==> src/rtl/usb_led_cmd_rx.sv <==
// usb_led_cmd_rx: parses "#RGB"+CR/LF colour commands from the USB UART byte
// stream into three 4-bit duty registers and drives a free-running 4-bit PWM
// onto the RGB LED outputs. Malformed or stalled lines are counted and dropped.
module usb_led_cmd_rx #(
    parameter int PRESCALE = 12,
    parameter int TIMEOUT  = 48000000
) (
    input  logic       clk_48mhz,
    input  logic       reset,
    input  logic [7:0] rx_data,
    input  logic       rx_valid,
    output logic       rx_ready,
    output logic       led_r,
    output logic       led_g,
    output logic       led_b,
    output logic       cmd_strobe,
    output logic       cmd_error,
    output logic [7:0] err_count
);

    typedef enum logic [2:0] {IDLE, D0, D1, D2, TERM, APPLY, ERR, DISCARD} state_t;

    // Idle count at which the next empty cycle reaches TIMEOUT-1.
    localparam logic [25:0] IDLE_LAST = 26'(TIMEOUT - 2);
    localparam logic [7:0]  PRE_LAST  = 8'(PRESCALE - 1);

    state_t      state, state_nxt;
    logic [3:0]  shadow_r, shadow_g, shadow_b;
    logic [3:0]  duty_r, duty_g, duty_b;
    logic [25:0] idle_cnt;
    logic        err_soft;      // pending ERR goes straight back to IDLE
    logic [7:0]  presc;
    logic [3:0]  pwm_cnt;

    logic        accept, is_hex, is_term, in_line, timeout_hit;
    logic [3:0]  hex_val;

    assign rx_ready    = reset && (state != APPLY) && (state != ERR);
    assign accept      = rx_valid && rx_ready;
    assign is_term     = (rx_data == 8'h0D) || (rx_data == 8'h0A);
    assign in_line     = (state == D0) || (state == D1) || (state == D2) || (state == TERM);
    assign timeout_hit = in_line && !accept && (idle_cnt == IDLE_LAST);

    // Hex digit decode; letters map via low nibble + 9 ('a'/'A' low nibble = 1).
    always_comb begin
        is_hex  = 1'b0;
        hex_val = 4'd0;
        if (rx_data >= 8'h30 && rx_data <= 8'h39) begin
            is_hex  = 1'b1;
            hex_val = rx_data[3:0];
        end else if ((rx_data >= 8'h61 && rx_data <= 8'h66) ||
                     (rx_data >= 8'h41 && rx_data <= 8'h46)) begin
            is_hex  = 1'b1;
            hex_val = rx_data[3:0] + 4'd9;
        end
    end

    // Next-state logic for the line parser.
    always_comb begin
        state_nxt = state;
        case (state)
            IDLE:    if (accept && rx_data == 8'h23) state_nxt = D0;
            D0:      if (accept) state_nxt = is_hex ? D1 : ERR;
            D1:      if (accept) state_nxt = is_hex ? D2 : ERR;
            D2:      if (accept) state_nxt = is_hex ? TERM : ERR;
            TERM:    if (accept) state_nxt = is_term ? APPLY : ERR;
            APPLY:   state_nxt = IDLE;
            ERR:     state_nxt = err_soft ? IDLE : DISCARD;
            DISCARD: if (accept && is_term) state_nxt = IDLE;
            default: state_nxt = IDLE;
        endcase
        if (timeout_hit) state_nxt = ERR;
    end

    // Parser state, pulses, error counter, idle timer, shadows and duties.
    always_ff @(posedge clk_48mhz) begin
        if (!reset) begin
            state      <= IDLE;
            cmd_strobe <= 1'b0;
            cmd_error  <= 1'b0;
            err_count  <= 8'd0;
            err_soft   <= 1'b0;
            idle_cnt   <= 26'd0;
            shadow_r   <= 4'd0;
            shadow_g   <= 4'd0;
            shadow_b   <= 4'd0;
            duty_r     <= 4'd0;
            duty_g     <= 4'd0;
            duty_b     <= 4'd0;
        end else begin
            state      <= state_nxt;
            cmd_strobe <= (state_nxt == APPLY);
            cmd_error  <= (state_nxt == ERR);
            if (state_nxt == ERR) begin
                err_soft <= timeout_hit || is_term;
                if (err_count != 8'hFF) err_count <= err_count + 8'd1;
            end
            if (!in_line || accept) idle_cnt <= 26'd0;
            else                    idle_cnt <= idle_cnt + 26'd1;
            if (accept && is_hex) begin
                if (state == D0) shadow_r <= hex_val;
                if (state == D1) shadow_g <= hex_val;
                if (state == D2) shadow_b <= hex_val;
            end
            if (accept && state == TERM && is_term) begin
                duty_r <= shadow_r;
                duty_g <= shadow_g;
                duty_b <= shadow_b;
            end
        end
    end

    // Free-running prescaled PWM; duty 15 forced fully on.
    always_ff @(posedge clk_48mhz) begin
        if (!reset) begin
            presc   <= 8'd0;
            pwm_cnt <= 4'd0;
            led_r   <= 1'b0;
            led_g   <= 1'b0;
            led_b   <= 1'b0;
        end else begin
            if (presc == PRE_LAST) begin
                presc   <= 8'd0;
                pwm_cnt <= pwm_cnt + 4'd1;
            end else begin
                presc <= presc + 8'd1;
            end
            led_r <= (duty_r == 4'hF) || (pwm_cnt < duty_r);
            led_g <= (duty_g == 4'hF) || (pwm_cnt < duty_g);
            led_b <= (duty_b == 4'hF) || (pwm_cnt < duty_b);
        end
    end

endmodule

==> config.mk <==
export PLATFORM = sky130hd
export DESIGN_NAME = usb_led_cmd_rx
export DESIGN_NICKNAME = d
export VERILOG_FILES = /design/src/rtl/usb_led_cmd_rx.sv
export SDC_FILE = /design/constraint.sdc
export NUM_CORES = 1
export LEC_CHECK = 0
export CAP_MARGIN = 10
export CELL_PAD_IN_SITES_DETAIL_PLACEMENT = 1
export CELL_PAD_IN_SITES_GLOBAL_PLACEMENT = 1
export CORE_MARGIN = 4
export CORE_UTILIZATION = 45
export DETAILED_ROUTE_END_ITERATION = 10
export GPL_ROUTABILITY_DRIVEN = 0
export GPL_TIMING_DRIVEN = 0
export PLACE_DENSITY_LB_ADDON = 0.1
export SLEW_MARGIN = 10
export SYNTH_ARGS = -nofsm -noshare
export SYNTH_HDL_FRONTEND = slang
export SYNTH_SLANG_ARGS = --single-unit
export TNS_END_PERCENT = 10
==> constraint.sdc <==
create_clock -name clk_48mhz -period 4.6 [get_ports clk_48mhz]
set_input_delay 1.38 -clock clk_48mhz [delete_from_list [all_inputs] [get_ports clk_48mhz]]
set_output_delay 1.38 -clock clk_48mhz [all_outputs]
set_load 0.005 [all_outputs]
==> results of run 1 <==
## kinds of logic (layout without fill, tap and decap cells)
kind of cell,count (synthesis),in the layout
simple gates,207,207
flops,79,79
compound gates,64,64
buf+inv,35,75
xor+xnor,31,31
mux,21,21
fa+ha+maj,18,18
## worst min-delay path by stage
stage	cells after the start	end
finish	2	duty_g[0]$_SDFFE_PN0P_
global route	1	presc[0]$_SDFF_PP0_
CTS	2	duty_g[0]$_SDFFE_PN0P_
detailed placement	1	presc[0]$_SDFF_PP0_
global placement	1	presc[0]$_SDFF_PP0_
floorplan	1	presc[0]$_SDFF_PP0_
## area by class of cell
cell class	instances	area, um^2
fill	1030	4080
multi-input combinational	341	2270
sequential	79	1580
timing repair buffer	24	240
clock buffer	10	138
tap	108	135
buffer	19	109
clock inverter	6	67.6
inverter	16	60.1
## worst max-delay path: cells and delay by family
| family | cells | cell delay [ns] |
|---|---|---|
| buffers and inverters | 5 | 1.49 |
| AOI/OAI and AO/OA | 1 | 0.21 |
## state kept, by name, summed over array words and instances, names as in the netlist, 3 cells and up
register	cells
duty_b	4
duty_g	4
duty_r	4
err_count	8
idle_cnt	26
presc	8
pwm_cnt	4
shadow_b	4
shadow_g	4
shadow_r	4
state	3
## cells in the mapped netlist (11+ instances only)
cell type	number
xor2_1	19
dfxtp_1	79
and3_1	13
inv_1	16
nand3_1	18
xnor2_1	11
nand2_1	55
nor2_1	56
ha_1	18
mux2i_1	21
nand2b_1	11
a21oi_1	26
## power by group
| part | switching (mW) | internal, mW | total, mW | leakage (nW) |
|---|---|---|---|---|
| clock | 0.265 | 0.267 | 0.533 | 0.0989 |
| sequential | 0.00184 | 0.685 | 0.687 | 0.637 |
| combinational | 0.0285 | 0.0217 | 0.0502 | 0.894 |
## routing by layer
metal	up-vias	global-route usage, %	routed length, um
li1	1645	-	-
met1	1560	24.7	4350
met2	25	32.9	4570
met3	18	3.00	145
met4	0	6.76	168
met5	-	0	0
## per-stage QoR
step | cells | utilization (%) | hold WS, ns | TNS [ns]
finish | 603 | 53.0 | 0.466 | 0
global route | 603 | 53.0 | 0.481 | 0
CTS | 603 | 52.9 | 0.472 | 0
detailed placement | 587 | 50.5 | 0.456 | -0.248
global placement | 587 | 50.5 | 0.433 | -0.220
floorplan | 455 | - | 0.413 | 0
==> impl_metrics.json, run 1 <==
{
  "tritoncts": "yes",
  "yosys.area.top_type": "dfxtp_1",
  "numCtsBuffers": 9,
  "cts.clk_slew.worst_paths_ns": 0.09,
  "synthTopCellsByArea": "dfxtp_1 39%, ha_1 5.6%, mux2i_1 5.2%, nor2_1 5.2%, nand2_1 5.1%",
  "initial_core_util_pct": 46.2,
  "synth-edff-count": 0,
  "path_max_fanout": 10,
  "grt_pass1_vias": 3378,
  "hold_path_class": "flip-flop to flip-flop",
  "crit_path_end": "rx_ready",
  "drive_above_1_share_pct": 9.90,
  "clk_latency_ns": 0.35,
  "area_growth_syn_to_layout_pct": 14.6,
  "synth-simple-area-share_pct": 26.8,
  "ctsResizeCount": 0,
  "core.rowCount": 34,
  "path_cells": "clkdlybuf4s50_1 -> buf_6 -> inv_1 -> clkbuf_1 -> a21oi_1 -> clkdlybuf4s50_1",
  "p_leak_nw": 1.63,
  "hp-start": "shadow_g[0]$_SDFFE_PN0P_",
  "synthMuxAreaShare_pct": 5.24,
  "r2r_cells": 9,
  "clockRootBuffer": "clkbuf_8",
  "port_buffers": 24,
  "final.period_utilization_pct": 96.9,
  "synthesis.area_um2": 4010,
  "diodes": 0,
  "antenna_found_initial": 0,
  "syn-instance-count": 455,
  "powerDensity_nw_per_um2": 276,
  "finalMaxSlewViolations": 0,
  "synthArstFlopShare_pct": 0,
  "netlist.area_leader.share_pct": 39.4,
  "max_freq_ghz": 0.224,
  "drcViolationCount": 0,
  "grt-ovfl-total": 0,
  "htreeDepth": 3,
  "ios": 25,
  "slowest_delay_ns": 0.53,
  "setup_ws_ns": 0.141,
  "yosys.area_share.adder_pct": 5.61,
  "placed_area_um2": 4390,
  "relSlewSlack_pct": 44.4,
  "die_w_um": 102,
  "mappedNetlistNets": 484,
  "grt_max_degree": 15,
  "first_pass_iters": 4,
  "synth-compound-area-share_pct": 11.5,
  "postCtsHoldBufs": 0,
  "p_total_mw": 1.27,
  "start_kind": "input pin",
  "clock_skew_ns": 0.00900,
  "netlist-cell-type-count": 65,
  "synth-main-ff-cell": "dfxtp_1",
  "post-cts-setup-buffer-count": 0,
  "timing.rr.start": "state[1]$_SDFF_PN0_",
  "path_class": "input pin to output port",
  "drv_cap": 0,
  "final_cell_mix": "79 x dfxtp_1, 56 x nor2_1, 55 x nand2_1, 26 x a21oi_1, 24 x clkdlybuf4s50_1",
  "dr_total_vias": 3248,
  "rr_endpoint": "err_soft$_SDFFE_PN0N_",
  "rrSetupSlack_ns": 2.13,
  "cts_sinks": 79,
  "synth-seq-cells": 79,
  "grt_use_total_pct": 19.3,
  "grt_first_pass_wirelength_um": 16100,
  "final_nets": 519,
  "cp-end-kind": "output port",
  "mostFrequentLayoutCell": "dfxtp_1",
  "rsz0062_at_grt": "false",
  "status": "complete, no violations",
  "synth_top_family_by_area": "simple AND/OR/NAND/NOR gates",
  "cp.arrival_ns": 3.08,
  "die_h_um": 102,
  "vias_per_cell": 5.39,
  "dr.first_iter.drc_count": 41,
  "required_ns": 3.22,
  "finalInstanceArea_um2": 4600,
  "ant_nets": 0,
  "period_needed_ns": 4.46,
  "syn_avg_cell_area_um2": 8.82,
  "cp_slowest_cell": "clkdlybuf4s50_1",
  "finalSetupViolCount": 0,
  "dpl.hpwl_um": 6950,
  "cts.path.max_buffers": 2,
  "wl_per_cell_um": 15.3,
  "wl_um": 9240,
  "dieArea_um2": 10500,
  "worst_slew_pin_slew_ns": 0.833,
  "cpMostUsedCell": "clkdlybuf4s50_1",
  "core_um2": 8680,
  "ys_seq_area_share_pct": 39.4,
  "hold_viol": 0,
  "yosys_warnings": 0,
  "irDropWorstVdd_mv": 0.161,
  "dp_slack_ns": -0.0494,
  "crit_start": "reset",
  "synth_xor_area_share_pct": 7.24
}
(Power assumes the default switching activity.)
==> run 2, diff against run 1 <==
GPL_ROUTABILITY_DRIVEN = default   (was 0)
RECOVER_POWER = 25   (was default)
==> impl_metrics.json, run 2 (synthesized netlist as in run 1, its figures left out) <==
{
  "mostFrequentLayoutCell": "dfxtp_1",
  "finalInstanceArea_um2": 4590,
  "final_nets": 519,
  "cp-end-kind": "output port",
  "p_leak_nw": 1.65,
  "htreeDepth": 3,
  "gp_congestion": 0.797,
  "p_total_mw": 1.27,
  "hold_viol": 0,
  "final.period_utilization_pct": 96.9,
  "ant_nets": 0,
  "holdWs_ns": 0.469,
  "period_needed_ns": 4.46,
  "initial_core_util_pct": 46.2,
  "fin_tns_setup_ns": 0,
  "slowest_delay_ns": 0.53,
  "ctsResizeCount": 0,
  "rrSetupSlack_ns": 1.96,
  "cts_sinks": 79,
  "hold_path_class": "flip-flop to flip-flop",
  "hold_depth": 1,
  "grt_max_degree": 15,
  "finalSetupViolCount": 0,
  "finalMaxSlewViolations": 0,
  "antenna_found_initial": 0,
  "area_growth_syn_to_layout_pct": 14.3,
  "dieArea_um2": 10500,
  "first_pass_iters": 4,
  "dp_cells": 587,
  "ios": 25,
  "rsz0062_at_grt": "false",
  "drive_above_1_share_pct": 9.49,
  "start_kind": "input pin",
  "post-cts-setup-buffer-count": 0,
  "cp.arrival_ns": 3.08,
  "dr_total_vias": 3251,
  "powerDensity_nw_per_um2": 277,
  "die_w_um": 102,
  "r2r_cells": 9,
  "cp_slowest_cell": "clkdlybuf4s50_1",
  "tritoncts": "yes",
  "cts.path.max_buffers": 2,
  "path_class": "input pin to output port",
  "numCtsBuffers": 9,
  "clockRootBuffer": "clkbuf_8",
  "vias_per_cell": 5.39,
  "drcViolationCount": 0,
  "path_max_fanout": 10,
  "timing.rr.start": "state[1]$_SDFF_PN0_",
  "grt_pass1_vias": 3378,
  "fin_util_pct": 52.8,
  "grt_first_pass_wirelength_um": 16100,
  "core_um2": 8680,
  "postCtsHoldBufs": 0,
  "clock_skew_ns": 0.00876,
  "dpl.hpwl_um": 6950,
  "clk_latency_ns": 0.35,
  "diodes": 0,
  "dp_slack_ns": -0.0494,
  "relSlewSlack_pct": 44.7,
  "largest_reg_flops": 26,
  "setup_ws_ns": 0.141,
  "worst_slew_pin_slew_ns": 0.828,
  "port_buffers": 24,
  "crit_buf_inv": 5,
  "placed_area_um2": 4390,
  "reg_top3": "idle_cnt x26, err_count x8, presc x8",
  "whs_endpoint": "presc[0]$_SDFF_PP0_",
  "dr.first_iter.drc_count": 41,
  "layout.cells.non_filler": 603,
  "path_cells": "clkdlybuf4s50_1 -> buf_6 -> inv_1 -> clkbuf_1 -> a21oi_1 -> clkdlybuf4s50_1",
  "max_freq_ghz": 0.224,
  "die_h_um": 102,
  "fill_cells": 1029,
  "status": "complete, no violations",
  "top_register": "idle_cnt",
  "cpMostUsedCell": "clkdlybuf4s50_1",
  "critPathTopFamily": "buffers and inverters",
  "grt-ovfl-total": 0,
  "irDropWorstVdd_mv": 0.161,
  "wl_per_cell_um": 15.4,
  "required_ns": 3.22,
  "drv_cap": 0,
  "final_cell_mix": "79 x dfxtp_1, 56 x nor2_1, 55 x nand2_1, 26 x a21oi_1, 21 x mux2i_1",
  "grt_use_total_pct": 19.3,
  "hp-start": "presc[0]$_SDFF_PP0_",
  "cts.clk_slew.worst_paths_ns": 0.08,
  "core.rowCount": 34,
  "rr_endpoint": "err_count[5]$_SDFFE_PN0P_",
  "wl_um": 9270
}
-- run 2: cell count changes in the layout (fill, tap and decap cells not counted) --
cell / before / now
clkbuf_1: 9 / 11
clkdlybuf4s50_1: 24 / 15
buf_6: 3 / 2
clkbuf_4: 2 / 1
dlygate4sd3_1: 0 / 9
-- run 2: worst max path at each step --
stage | from | endpoint | cells after the start
after global routing | reset | rx_ready | 6
after global placement | rx_data[0] | err_count[1]$_SDFFE_PN0P_ | 10
final | reset | rx_ready | 6
after floorplan | rx_data[1] | err_count[2]$_SDFFE_PN0P_ | 10
after detailed placement | rx_data[0] | err_count[0]$_SDFFE_PN0P_ | 10
after CTS | reset | rx_ready | 6
-- run 2: layout make-up --
type                            instances  area, um^2  share of cell area, %
Multi-Input combinational cell        341        2270                   49.4
Sequential cell                        79        1580                   34.5
Timing Repair Buffer                   24         240                   5.24
Clock buffer                           10         138                   3.00
Tap cell                              108         135                   2.95
Buffer                                 19        97.6                   2.13
Clock inverter                          6        67.6                   1.47
Inverter                               16        60.1                   1.31
-- run 2: worst register-to-register path, delay by kind of cell (launching register included) --
kind,cells,cell delay [ns]
AO/OA/AOI/OAI,3,0.79
XOR/XNOR,1,0.23
buffers and inverters,2,0.52
flip-flops,1,0.32
multiplexers,1,0.21
AND/OR/NAND/NOR,2,0.52
-- run 2: where the power goes --
part	leakage, nW	internal (mW)	switching (mW)	total (mW)
Sequential	0.637	0.685	0.00185	0.687
Combinational	0.915	0.0205	0.0285	0.0490
Clock	0.0989	0.267	0.267	0.534
Total	1.65	0.973	0.297	1.27
-- run 2: layer usage --
layer | routed length, um | vias to the layer above | global-route usage, %
met5 | 0 | - | 0
met4 | 138 | 0 | 6.76
met3 | 169 | 15 | 3.00
met2 | 4630 | 28 | 32.9
met1 | 4330 | 1564 | 24.7
li1 | - | 1644 | -
==> run 3, diff against run 2 <==
SKIP_LAST_GASP = 1   (was default)
==> results of run 3 <==
No change in the layout: final DEF, timing and power equal those of run 2.
